===== src/rtl/idu_cq_pkg.sv =====
// Shared constants and types for the IDU compute-instruction queue.
// Instruction layout is four equal fields: opcode, then A, B and C start addresses.
package idu_cq_pkg;

   localparam int FIFO_WIDTH_DEF  = 16;
   localparam int INSTR_WIDTH_DEF = 4 * FIFO_WIDTH_DEF;

   // Field positions, counted in units of one field width from the LSB.
   localparam int OPC_FIELD    = 0;
   localparam int ADDR_A_FIELD = 1;
   localparam int ADDR_B_FIELD = 2;
   localparam int ADDR_C_FIELD = 3;

   localparam logic [FIFO_WIDTH_DEF-1:0] OPC_COMPUTE = 16'h00C1;

   typedef enum logic {
      RSP_IDLE,
      RSP_DONE
   } rsp_state_e;

   function automatic int fieldLsb(input int field, input int fieldWidth);
      return field * fieldWidth;
   endfunction

endpackage


===== src/rtl/idu_cq_mem.sv =====
// Register-array storage for the compute-instruction queue.
// Writes land on the clock edge; the head entry is read combinationally.
module idu_cq_mem #(
   parameter int DEPTH = 8,
   parameter int WIDTH = 64,
   localparam int PW   = $clog2(DEPTH)
) (
   input  logic             clk,
   input  logic             wr_en_i,
   input  logic [PW-1:0]    wr_ptr_i,
   input  logic [WIDTH-1:0] wr_data_i,
   input  logic [PW-1:0]    rd_ptr_i,
   output logic [WIDTH-1:0] rd_data_o
);

   logic [WIDTH-1:0] mem_q [DEPTH];

   // Storage is not reset: occupancy is tracked by the pointers and count.
   always_ff @(posedge clk) begin
      if (wr_en_i) begin
         mem_q[wr_ptr_i] <= wr_data_i;
      end
   end

   assign rd_data_o = mem_q[rd_ptr_i];

endmodule


===== src/rtl/idu_compute_instr_queue.sv =====
// IDU-side compute-instruction queue answering DFU fetch requests, one pop per request.
// Optional opcode screening of pushes is enabled with `define IDU_CQ_OPCODE_CHECK_EN.
module idu_compute_instr_queue
   import idu_cq_pkg::*;
#(
   parameter int FIFO_WIDTH  = FIFO_WIDTH_DEF,
   parameter int INSTR_WIDTH = INSTR_WIDTH_DEF,
   parameter int DEPTH       = 8,
   localparam int PW         = $clog2(DEPTH),
   localparam int CW         = $clog2(DEPTH) + 1
) (
   input  logic                   clk,
   input  logic                   rst,
   input  logic [INSTR_WIDTH-1:0] dec2cq_instr,
   input  logic                   dec2cq_instr_wr_en,
   output logic                   cq2dec_full,
   output logic                   cq2dec_overflow,
   output logic                   cq2dec_err,
   output logic [CW-1:0]          cq_count,
   output logic                   idu2dfu_compute_fifo_empty,
   input  logic                   dfu2idu_compute_instr_req,
   output logic [INSTR_WIDTH-1:0] idu2dfu_compute_instr,
   output logic                   idu2dfu_compute_instr_vld
);

   if (INSTR_WIDTH != 4 * FIFO_WIDTH) begin : gBadWidth
      $error("INSTR_WIDTH must be four FIFO_WIDTH fields");
   end

   rsp_state_e             state_q, state_d;
   logic [PW-1:0]          wrPtr_q, wrPtr_d;
   logic [PW-1:0]          rdPtr_q, rdPtr_d;
   logic [CW-1:0]          count_q, count_d;
   logic [INSTR_WIDTH-1:0] rspInstr_q, rspInstr_d;
   logic                   rspVld_q, rspVld_d;
   logic                   overflow_q, overflow_d;
   logic                   opcBad;
   logic                   isFull;
   logic                   pushOk;
   logic                   pushDrop;
   logic                   popEn;
   logic [INSTR_WIDTH-1:0] headData;

   idu_cq_mem #(
      .DEPTH (DEPTH),
      .WIDTH (INSTR_WIDTH)
   ) uMem (
      .clk       (clk),
      .wr_en_i   (pushOk),
      .wr_ptr_i  (wrPtr_q),
      .wr_data_i (dec2cq_instr),
      .rd_ptr_i  (rdPtr_q),
      .rd_data_o (headData)
   );

`ifdef IDU_CQ_OPCODE_CHECK_EN
   logic err_q;

   // Opcode is screened before fullness so a bad push into a full queue reports err only.
   assign opcBad = dec2cq_instr_wr_en &&
                   (dec2cq_instr[fieldLsb(OPC_FIELD, FIFO_WIDTH) +: FIFO_WIDTH]
                    != FIFO_WIDTH'(OPC_COMPUTE));

   always_ff @(posedge clk) begin
      if (rst) begin
         err_q <= 1'b0;
      end else begin
         err_q <= opcBad;
      end
   end

   assign cq2dec_err = err_q;
`else
   assign opcBad     = 1'b0;
   assign cq2dec_err = 1'b0;
`endif

   // Fullness is judged on the pre-edge count, so a same-cycle pop never frees room for a push.
   always_comb begin
      isFull   = (count_q == CW'(DEPTH));
      pushOk   = dec2cq_instr_wr_en && !opcBad && !isFull;
      pushDrop = dec2cq_instr_wr_en && !opcBad && isFull;
   end

   // The request is a level held past the valid pulse, so RSP_DONE absorbs it until it drops.
   always_comb begin
      state_d = state_q;
      popEn   = 1'b0;
      case (state_q)
         RSP_IDLE: begin
            if (dfu2idu_compute_instr_req && (count_q != '0)) begin
               popEn   = 1'b1;
               state_d = RSP_DONE;
            end
         end
         RSP_DONE: begin
            if (!dfu2idu_compute_instr_req) begin
               state_d = RSP_IDLE;
            end
         end
         default: state_d = RSP_IDLE;
      endcase
   end

   always_comb begin
      wrPtr_d    = wrPtr_q + PW'(pushOk);
      rdPtr_d    = rdPtr_q + PW'(popEn);
      count_d    = count_q + CW'(pushOk) - CW'(popEn);
      rspInstr_d = popEn ? headData : rspInstr_q;
      rspVld_d   = popEn;
      overflow_d = pushDrop;
   end

   always_ff @(posedge clk) begin
      if (rst) begin
         state_q    <= RSP_IDLE;
         wrPtr_q    <= '0;
         rdPtr_q    <= '0;
         count_q    <= '0;
         rspInstr_q <= '0;
         rspVld_q   <= 1'b0;
         overflow_q <= 1'b0;
      end else begin
         state_q    <= state_d;
         wrPtr_q    <= wrPtr_d;
         rdPtr_q    <= rdPtr_d;
         count_q    <= count_d;
         rspInstr_q <= rspInstr_d;
         rspVld_q   <= rspVld_d;
         overflow_q <= overflow_d;
      end
   end

   assign cq2dec_full                = (count_q == CW'(DEPTH));
   assign idu2dfu_compute_fifo_empty = (count_q == '0);
   assign cq_count                   = count_q;
   assign cq2dec_overflow            = overflow_q;
   assign idu2dfu_compute_instr      = rspInstr_q;
   assign idu2dfu_compute_instr_vld  = rspVld_q;

endmodule


===== config.mk =====
export PLATFORM = sky130hd
export DESIGN_NAME = idu_compute_instr_queue
export DESIGN_NICKNAME = d
export VERILOG_FILES = /design/src/rtl/idu_cq_pkg.sv /design/src/rtl/idu_cq_mem.sv /design/src/rtl/idu_compute_instr_queue.sv
export SDC_FILE = /design/constraint.sdc
export NUM_CORES = 1
export LEC_CHECK = 0
export ABC_AREA = 0
export CAP_MARGIN = 10
export CORE_ASPECT_RATIO = 1.2
export CORE_MARGIN = 10
export CORE_UTILIZATION = 59
export CTS_BUF_LIST = sky130_fd_sc_hd__clkbuf_16
export DETAILED_ROUTE_END_ITERATION = 10
export PLACE_DENSITY = 0.79
export SETUP_SLACK_MARGIN = 0.05
export SYNTH_ARGS = -nofsm -noshare
export SYNTH_HDL_FRONTEND = slang
export SYNTH_HIERARCHICAL = 1
export SYNTH_SLANG_ARGS = --single-unit
export TNS_END_PERCENT = 20

===== constraint.sdc =====
create_clock -name clk -period 9.2 [get_ports clk]
set_input_delay 1.84 -clock clk [delete_from_list [all_inputs] [get_ports clk]]
set_output_delay 1.84 -clock clk [all_outputs]
set_load 0.05 [all_outputs]

==> flow_summary.yaml, run 1 <==
status:
  outcome: "finished clean"
clock_tree:
  htreeDepth: 2
  clkLatencyLatePin_ns: 0.58
  cts_made_buffers: 52
  cts_resized: 0
  cts_root_buf: "clkbuf_16"
  clk_pin_slew_ns: 0.06
  clkSinkCount: 589
  cts_setup_buffers: 0
  holdBufCountCts: 0
  clk_path_buf_depth: 3
  cts_tree: "built"
pwr:
  powerDensity_nw_per_um2: 265.3
  ir_drop_v: 0.0002627
  leakage_nw: 8.321
timing:
  setup_viol: 0
  fmax_mhz: 232.1
  maxSlewHeadroom_pct: 24.58
  tightest_slew_ns: 1.131
  rsz0062_at_grt: "false"
  period_minus_slack_ns: 4.308
  drv_slew: 0
  hold_violations: 0
  finClkSkew_ns: 0.02212
  setup_tns_ns: 0
  layout_setup_ws_ns: 4.892
  post-route-period-util_pct: 46.83
floorplan:
  num_rows: 78
  die_x_um: 199.2
  die_y_um: 235.1
  core_area_um2: 37960
  initial_utilization_pct: 59.90
  die_area_um2: 46830
  boundaryPins: 141
logic_synthesis:
  synth_top_family_by_area: "multiplexers"
  synth_top_area_share_pct: 67.61
  synth_mux_area_share_pct: 18.71
  synth_seq_cells: 589
  ys_types: 29
  syn_inst: 1092
  synth_compound_area_share_pct: 0.1045
  syn-num-nets: 1169
  synthAdderAreaFrac_pct: 0.5282
  synth_warnings: 6
  yosys.area_share.simple_pct: 4.402
  synth_top_cell_by_area: "edfxtp_1"
  syn_area_um2: 22740
  synth_area_leaders: "edfxtp_1 68%, mux4_2 13%, dfxtp_1 6.8%"
  syn_avg_cell_area_um2: 20.82
  synth_xor_area_share_pct: 0.1541
  seq_area_frac_synth_pct: 74.39
drt:
  wl_per_cell_um: 24.14
  num_vias: 10356
  routed_wl_um: 42710
  routed_via_density: 5.854
  drt-initial-drc-count: 753
  drc: 0
  dr.pass1.iters: 5
  antenna_left: 0
hold_path:
  hp-class: "register to register"
  min_path_cells: 2
  hp-start: "idu2dfu_compute_instr[29]"
  min_to: "idu2dfu_compute_instr[29]"
worst_setup_path:
  crit_arrival_ns: 2.47
  cp-start-kind: "register"
  r2r_start: "cq_count[2]"
  r2r_slack_ns: 6.02
  r2r_cells: 8
  crit_fanout: 3
  crit_path_end_kind: "output pin"
  worstPathRequired_ns: 7.36
  r2r_end: "uMem/mem_q[6][15]"
  crit_type: "register to output pin"
final_layout:
  areaGrowthSynthToFinish_pct: 15.37
  nets: 1318
  drive_gt1_share_pct: 23.11
  fin_cells: 1769
global_route:
  first_global_vias: 11358
  grtUsageTotal_pct: 18.61
  grt_max_degree: 80
  globalRouteOverflowTotal: 0
  grt_pass1_wl_um: 66650
  antenna_found_initial: 7
placement:
  dp_slack_ns: 4.465
  place_inst: 1667
  place.gp.congestion: 0.6879
  hpwl_um: 22890
  io_buffers: 139
job:
  drv_cap: 0
-- cell usage after synthesis, drive strengths merged --
| cell type | number |
|---|---|
| buf | 35 |
| nor2 | 11 |
| conb | 1 |
| ha | 8 |
| and2 | 1 |
| dfxtp | 77 |
| nand3 | 1 |
| mux2i | 64 |
| clkbuf | 24 |
| nor3b | 3 |
| a21oi | 3 |
| mux4 | 128 |
| mux2 | 65 |
| inv | 6 |
| nand2b | 133 |
| nand2 | 4 |
| or3b | 1 |
| a31o | 1 |
| xnor2 | 4 |
| edfxtp | 512 |
| fa | 1 |
| nor3 | 2 |
| nor2b | 7 |
-- flip-flops by register name, indices dropped and copies added, names as in the netlist --
signal	count
uMem/mem_q	512
idu2dfu_compute_instr	64
rdPtr_q	3
cq_count	4
idu2dfu_compute_instr_vld	1
cq2dec_overflow	1
wrPtr_q	3
state_q	1
-- area by class of cell --
cell class,instances,area (um^2)
diodes,4,10.01
clock buffers,56,1401
clock inverters,42,271.5
fillers,2269,11730
inverters,6,22.52
multi-input cells,438,5500
flip-flops and latches,589,16930
well taps,480,600.6
repair buffers,154,1501
-- cell usage in the layout (no fill, tap or decap), types with 7 or more instances in the layout --
| cell type | n |
|---|---|
| edfxtp_1 | 512 |
| nor2b_1 | 7 |
| clkinv_1 | 13 |
| buf_4 | 16 |
| mux2i_1 | 64 |
| inv_1 | 17 |
| dfxtp_1 | 74 |
| mux4_2 | 128 |
| mux2_2 | 64 |
| clkbuf_16 | 56 |
| clkdlybuf4s50_1 | 138 |
| clkinv_2 | 10 |
| nand2b_1 | 133 |
| ha_1 | 8 |
-- worst max-delay path, cell delays in order, from the launching register on --
cell and delay, ns:
dfxtp_1 0.31, inv_1 0.09, ha_1 0.16, or3b_2 0.47, inv_1 0.07, clkdlybuf4s50_1 0.80
-- worst max path at each step --
| stage | from | end | cells past startpoint |
|---|---|---|---|
| after floorplan | dec2cq_instr_wr_en | uMem/mem_q[0][0] | 4 |
| after global placement | dec2cq_instr_wr_en | uMem/mem_q[6][16] | 6 |
| after detailed placement | dec2cq_instr_wr_en | uMem/mem_q[6][16] | 6 |
| after CTS | cq_count[2] | cq2dec_full | 5 |
| after global routing | cq_count[2] | cq2dec_full | 5 |
| final | cq_count[2] | cq2dec_full | 5 |
-- routing by layer --
layer | vias to the layer above | routed length [um] | GRT usage (%)
li1 | 4636 | - | -
met2 | 289 | 22630 | 31.84
met4 | 6 | 850 | 5.794
met1 | 5367 | 16570 | 23.23
met5 | - | 32 | 0
met3 | 58 | 2629 | 3.915
-- where the power goes --
part | total (mW) | switching, mW | internal (mW)
Clock | 2.09 | 0.910 | 1.18
Combinational | 1.57 | 0.848 | 0.722
Sequential | 3.30 | 0.150 | 3.15
Total | 6.96 | 1.91 | 5.05
-- stage by stage --
stage | power, mW | util, % | cell area (um^2) | hold WS (ns)
final | 6.961 | 69.11 | 26240 | 0.4717
after global routing | 7.244 | 69.11 | 26240 | 0.4891
after CTS | 7.036 | 69.08 | 26230 | 0.4739
after detailed placement | 4.944 | 64.67 | 24550 | 0.4613
after global placement | 4.910 | 64.67 | 24550 | 0.4569
after floorplan | 4.529 | - | 22740 | 0.4332
-- cells by family (layout without fill, tap and decap cells) --
logic type,count (synthesis),count (layout)
and+or+nand+nor,163,163
adders and majority gates,9,9
other,1,5
xor gates and xnor gates,4,4
AOI/OAI and AO/OA,4,4
buffers and inverters,65,258
DFF,589,589
muxes,257,257
Power figures use the tool's default switching activity.
==> run 2, diff against run 1 <==
Clock period 9.2 ns to 4.2 ns, I/O delays scaled along.
==> run 2 against run 1 <==
Net effect: critical endpoint unchanged; total power up 120%; flip-flop and latch count unchanged; register-to-register slack worse by 4.5 ns; hold slack better by 0.0027 ns; clock-buffer cell count down 1.
==> flow_summary.yaml, run 2 (synthesized netlist as in run 1, its figures left out) <==
pwr:
  leakage_nw: 8.404
  ir_drop_v: 0.0004603
  powerDensity_nw_per_um2: 581.8
timing:
  fmax_mhz: 299.9
  setup_tns_ns: 0
  post-route-period-util_pct: 79.39
  finClkSkew_ns: 0.01900
  hold_violations: 0
  setup_viol: 0
  tightest_slew_ns: 1.125
  maxSlewHeadroom_pct: 25.03
  period_minus_slack_ns: 3.334
  hold_slack_ns: 0.4743
  rsz0062_at_grt: "false"
  drv_slew: 0
final_layout:
  areaGrowthSynthToFinish_pct: 15.95
  fill_cells: 2238
  nets: 1333
  fin_cells: 1783
  largest_reg_flops: 512
  drive_gt1_share_pct: 23.75
  final_common_cell: "edfxtp_1"
  final_core_util_pct: 69.45
  multi_input_area_um2: 5513
  layout_common_cells: "512 x edfxtp_1, 138 x clkdlybuf4s50_1, 133 x nand2b_1"
  max_flop_register: "uMem/mem_q"
  seqCellArea_um2: 16930
worst_setup_path:
  crit_path_end_kind: "output pin"
  r2r_cells: 8
  worstPathRequired_ns: 3.36
  cp-start-kind: "register"
  r2r_slack_ns: 1.49
  crit_arrival_ns: 2.49
  r2r_end: "uMem/mem_q[7][57]"
  r2r_start: "cq_count[2]"
  crit_fanout: 3
  crit_type: "register to output pin"
global_route:
  globalRouteOverflowTotal: 0
  grt_pass1_wl_um: 69860
  antenna_found_initial: 3
  grtUsageTotal_pct: 19.62
  first_global_vias: 11536
  grt_max_degree: 68
placement:
  place.gp.congestion: 0.7759
  place_inst: 1681
  io_buffers: 139
  hpwl_um: 26170
hold_path:
  min_path_cells: 2
  min_to: "idu2dfu_compute_instr[8]"
  hp-start: "idu2dfu_compute_instr[8]"
  hp-class: "register to register"
clock_tree:
  holdBufCountCts: 0
  cts_setup_buffers: 0
  cts_root_buf: "clkbuf_16"
  clk_pin_slew_ns: 0.07
  clkSinkCount: 589
  cts_tree: "built"
  clk_path_buf_depth: 3
  clkLatencyLatePin_ns: 0.58
  cts_resized: 0
  cts_made_buffers: 53
  htreeDepth: 2
floorplan:
  die_x_um: 199.2
  core_area_um2: 37960
  num_rows: 78
  die_y_um: 235.1
  initial_utilization_pct: 59.90
  die_area_um2: 46830
  boundaryPins: 141
drt:
  num_vias: 10659
  antenna_left: 0
  drt-initial-drc-count: 891
  drc: 0
  wl_per_cell_um: 25.33
  routed_via_density: 5.978
  dr.pass1.iters: 5
  routed_wl_um: 45170
status:
  outcome: "finished clean"
job:
  drv_cap: 0
-- run 2: changes by cell type in the layout (fill, tap and decap cells not counted), sizes merged --
cell / change
inv: +3
diode: -2
clkbuf: -1
buf: +14
-- run 2: worst max-delay path by stage --
stage / startpoint / to / slack (ns) / cells past startpoint
2_1_floorplan: cq_count[2] / uMem/mem_q[2][0] / -0.45 / 7
3_3_place_gp: dec2cq_instr_wr_en / uMem/mem_q[7][58] / 1.09 / 6
3_5_place_dp: dec2cq_instr_wr_en / uMem/mem_q[7][57] / 1.03 / 6
4_1_cts: cq_count[2] / cq2dec_full / 0.84 / 5
5_1_grt: cq_count[2] / cq2dec_full / 0.79 / 5
6_report: cq_count[2] / cq2dec_full / 0.87 / 5
-- run 2: cell type report --
cell class / instances / share of cell area (%)
Clock buffer: 55 / 5.220
Clock inverter: 45 / 1.053
Timing Repair Buffer: 168 / 6.235
Tap cell: 480 / 2.278
Inverter: 6 / 0.08542
Multi-Input combinational cell: 438 / 20.91
Antenna cell: 2 / 0.01898
Sequential cell: 589 / 64.20
-- run 2: metal layers --
metal | routed length [um] | up-vias | global-route usage, % | share of wire (%)
met2 | 23600 | 365 | 33.19 | 52
met3 | 2612 | 78 | 3.086 | 5.8
met1 | 17730 | 5554 | 25.51 | 39
li1 | - | 4660 | - | -
met5 | 8 | - | 0 | 0.018
met4 | 1216 | 2 | 6.187 | 2.7
-- run 2: per-stage QoR --
stage	setup slack [ns]	cell area [um^2]	power (mW)
2_1_floorplan	-0.4480	22750	9.908
3_3_place_gp	1.090	24710	10.86
3_5_place_dp	1.033	24710	10.93
4_1_cts	0.8447	26360	15.49
5_1_grt	0.7860	26370	15.95
6_report	0.8656	26370	15.34
-- run 2: critical path, cell delays in order, from the launching register on --
cell	delay, ns
dfxtp_1	0.32
inv_1	0.11
ha_1	0.16
or3b_2	0.48
inv_1	0.07
clkdlybuf4s50_1	0.80
-- run 2: report_power, final --
| part | switching [mW] | internal (mW) |
|---|---|---|
| registers | 0.337 | 6.89 |
| clock network | 2.01 | 2.55 |
| logic | 1.93 | 1.62 |
==> run 3, diff against run 2 <==
Settings changed: CORE_UTILIZATION 59 to 53, PLACE_DENSITY 0.79 to 0.75.
Clock period 4.2 ns to 2.7 ns, I/O delays scaled along.
==> run 3 against run 2 <==
Net effect: combinational power rose by 64%; hold slack got worse by 0.0039 ns; die area rose by 10%; core utilization fell by 6.0 points.
==> flow_summary.yaml, run 3 (synthesized netlist as in run 1, its figures left out) <==
status:
  outcome: "finished clean"
pwr:
  p_int_mw: 17.94
  leakage_nw: 8.595
  p_total_mw: 24.66
  ir_drop_v: 0.0006107
  power.share.switching_pct: 27.23
  p_clk_share_pct: 31.5
  p_seq_share_pct: 44.9
  switching_power_mw: 6.715
  powerDensity_nw_per_um2: 913.4
  combPwrFrac_pct: 23.6
final_layout:
  drive_gt1_share_pct: 25.88
  largest_reg_flops: 512
  areaGrowthSynthToFinish_pct: 18.72
  fill_cells: 2852
  final_common_cell: "edfxtp_1"
  max_flop_register: "uMem/mem_q"
  nets: 1342
  final_core_util_pct: 63.41
  layout_common_cells: "512 x edfxtp_1, 136 x clkdlybuf4s50_1, 132 x nand2b_1"
drt:
  routed_wl_um: 44870
  drc: 0
  wl_per_cell_um: 24.03
  drt-initial-drc-count: 702
  dr.pass1.iters: 4
  antenna_left: 0
  num_vias: 10546
  routed_via_density: 5.649
worst_setup_path:
  cp-start-kind: "register"
  slowest_delay_ns: 0.36
  crit_path_end_kind: "output pin"
  r2r_slack_ns: 0.42
  crit_chain: "inv_2 > ha_1 > nor3b_4 > buf_4"
  crit_path_top_delay_cell: "nor3b_4"
  cp.depth: 4
  worst-path-buf-inv: 2
  timing.critical_path.max_delay_family: "buffers and inverters"
  crit_end: "idu2dfu_compute_fifo_empty"
  r2r_cells: 8
  crit_arrival_ns: 1.81
  r2r_end: "cq_count[1]"
  worstPathRequired_ns: 2.16
  crit_type: "register to output pin"
  crit_fanout: 3
  r2r_start: "cq_count[2]"
  startpoint: "cq_count[2]"
global_route:
  grt_max_degree: 83
  first_global_vias: 11495
  antenna_found_initial: 7
  grtUsageTotal_pct: 17.41
  globalRouteOverflowTotal: 0
  grt_pass1_wl_um: 69240
job:
  drv_cap: 0
timing:
  hold_violations: 0
  tightest_slew_ns: 0.7978
  setup_viol: 0
  period_minus_slack_ns: 2.353
  rsz0062_at_grt: "false"
  layout_setup_ws_ns: 0.3470
  maxSlewHeadroom_pct: 46.81
  fmax_mhz: 425.0
  drv_slew: 0
  finClkSkew_ns: 0.01452
  setup_tns_ns: 0
  post-route-period-util_pct: 87.15
floorplan:
  core_area_um2: 42580
  boundaryPins: 141
  die_y_um: 246.9
  die_x_um: 209.1
  num_rows: 83
  die_area_um2: 51620
  initial_utilization_pct: 53.41
clock_tree:
  cts_tree: "built"
  clkSinkCount: 589
  clkLatencyLatePin_ns: 0.58
  cts_made_buffers: 54
  cts_setup_buffers: 0
  cts_root_buf: "clkbuf_16"
  clk_path_buf_depth: 3
  htreeDepth: 2
  cts_resized: 0
  clk_pin_slew_ns: 0.06
  holdBufCountCts: 0
placement:
  io_buffers: 139
  hpwl_um: 26490
  place.gp.congestion: 0.7380
  dp_slack_ns: 0.07756
hold_path:
  hp-class: "register to register"
==> run 3: cell count changes in the layout (fill, tap and decap cells not counted), moves of 3 or more <==
| cell | previous run | this run |
|---|---|---|
| buf_12 | 3 | 23 |
| buf_4 | 27 | 17 |
| dfxtp_2 | 0 | 3 |
| diode_2 | 2 | 5 |
| clkinv_1 | 13 | 8 |
| dfxtp_1 | 74 | 70 |
| bufinv_16 | 3 | 8 |
| inv_1 | 21 | 15 |
==> run 3: layer usage <==
| metal | GRT usage (%) | share of wire, % |
|---|---|---|
| met1 | 21.71 | 40 |
| met2 | 29.86 | 52 |
| met3 | 3.748 | 5.9 |
| met4 | 5.677 | 2.2 |
| met5 | 0 | 0.051 |
==> run 3: worst min-delay path by stage <==
stage	from	to	slack, ns	depth (start not counted)
6_report	idu2dfu_compute_instr[38]	idu2dfu_compute_instr[38]	0.47	2
5_1_grt	idu2dfu_compute_instr[48]	idu2dfu_compute_instr[48]	0.49	2
4_1_cts	idu2dfu_compute_instr[38]	idu2dfu_compute_instr[38]	0.48	2
3_5_place_dp	idu2dfu_compute_instr[12]	idu2dfu_compute_instr[12]	0.46	2
3_3_place_gp	idu2dfu_compute_instr[57]	idu2dfu_compute_instr[57]	0.46	2
2_1_floorplan	state_q	state_q	0.43	2
==> run 3: stage by stage <==
step / std cells / instance area [um^2] / hold slack (ns)
finish: 1867 / 27000 / 0.4704
global placement: 1761 / 25140 / 0.4570
detailed placement: 1761 / 25140 / 0.4613
floorplan: 1092 / 22840 / 0.4332
CTS: 1862 / 26980 / 0.4762
global route: 1866 / 26990 / 0.4919
==> run 3: area by class of cell <==
type	count	area, um^2	share of cell area (%)
clock inverter	44	417.9	1.548
multi-input combinational	438	5540	20.52
antenna	5	12.51	0.04635
clock buffer	57	1426	5.283
sequential	589	16940	62.73
tap	552	690.7	2.558
timing repair buffer	176	1949	7.221
inverter	6	25.02	0.09269
==> run 3: worst reg2reg max path, stage by stage (launching register included) <==
cell	delay (ns)
dfxtp_4	0.35
inv_2	0.05
ha_1	0.21
nor3b_4	0.19
nor3b_4	0.37
xnor2_1	0.18
ha_1	0.22
fa_1	0.43
nor2b_1	0.15
==> run 3: power by group through the flow <==
stage	Sequential, mW	Clock (mW)	Combinational, mW
after CTS	11.1	7.93	5.93
after floorplan	12.2	0	3.20
after global routing	11.1	8.28	6.21
after global placement	11.2	0	5.81
final	11.1	7.77	5.82
after detailed placement	11.3	0	5.88
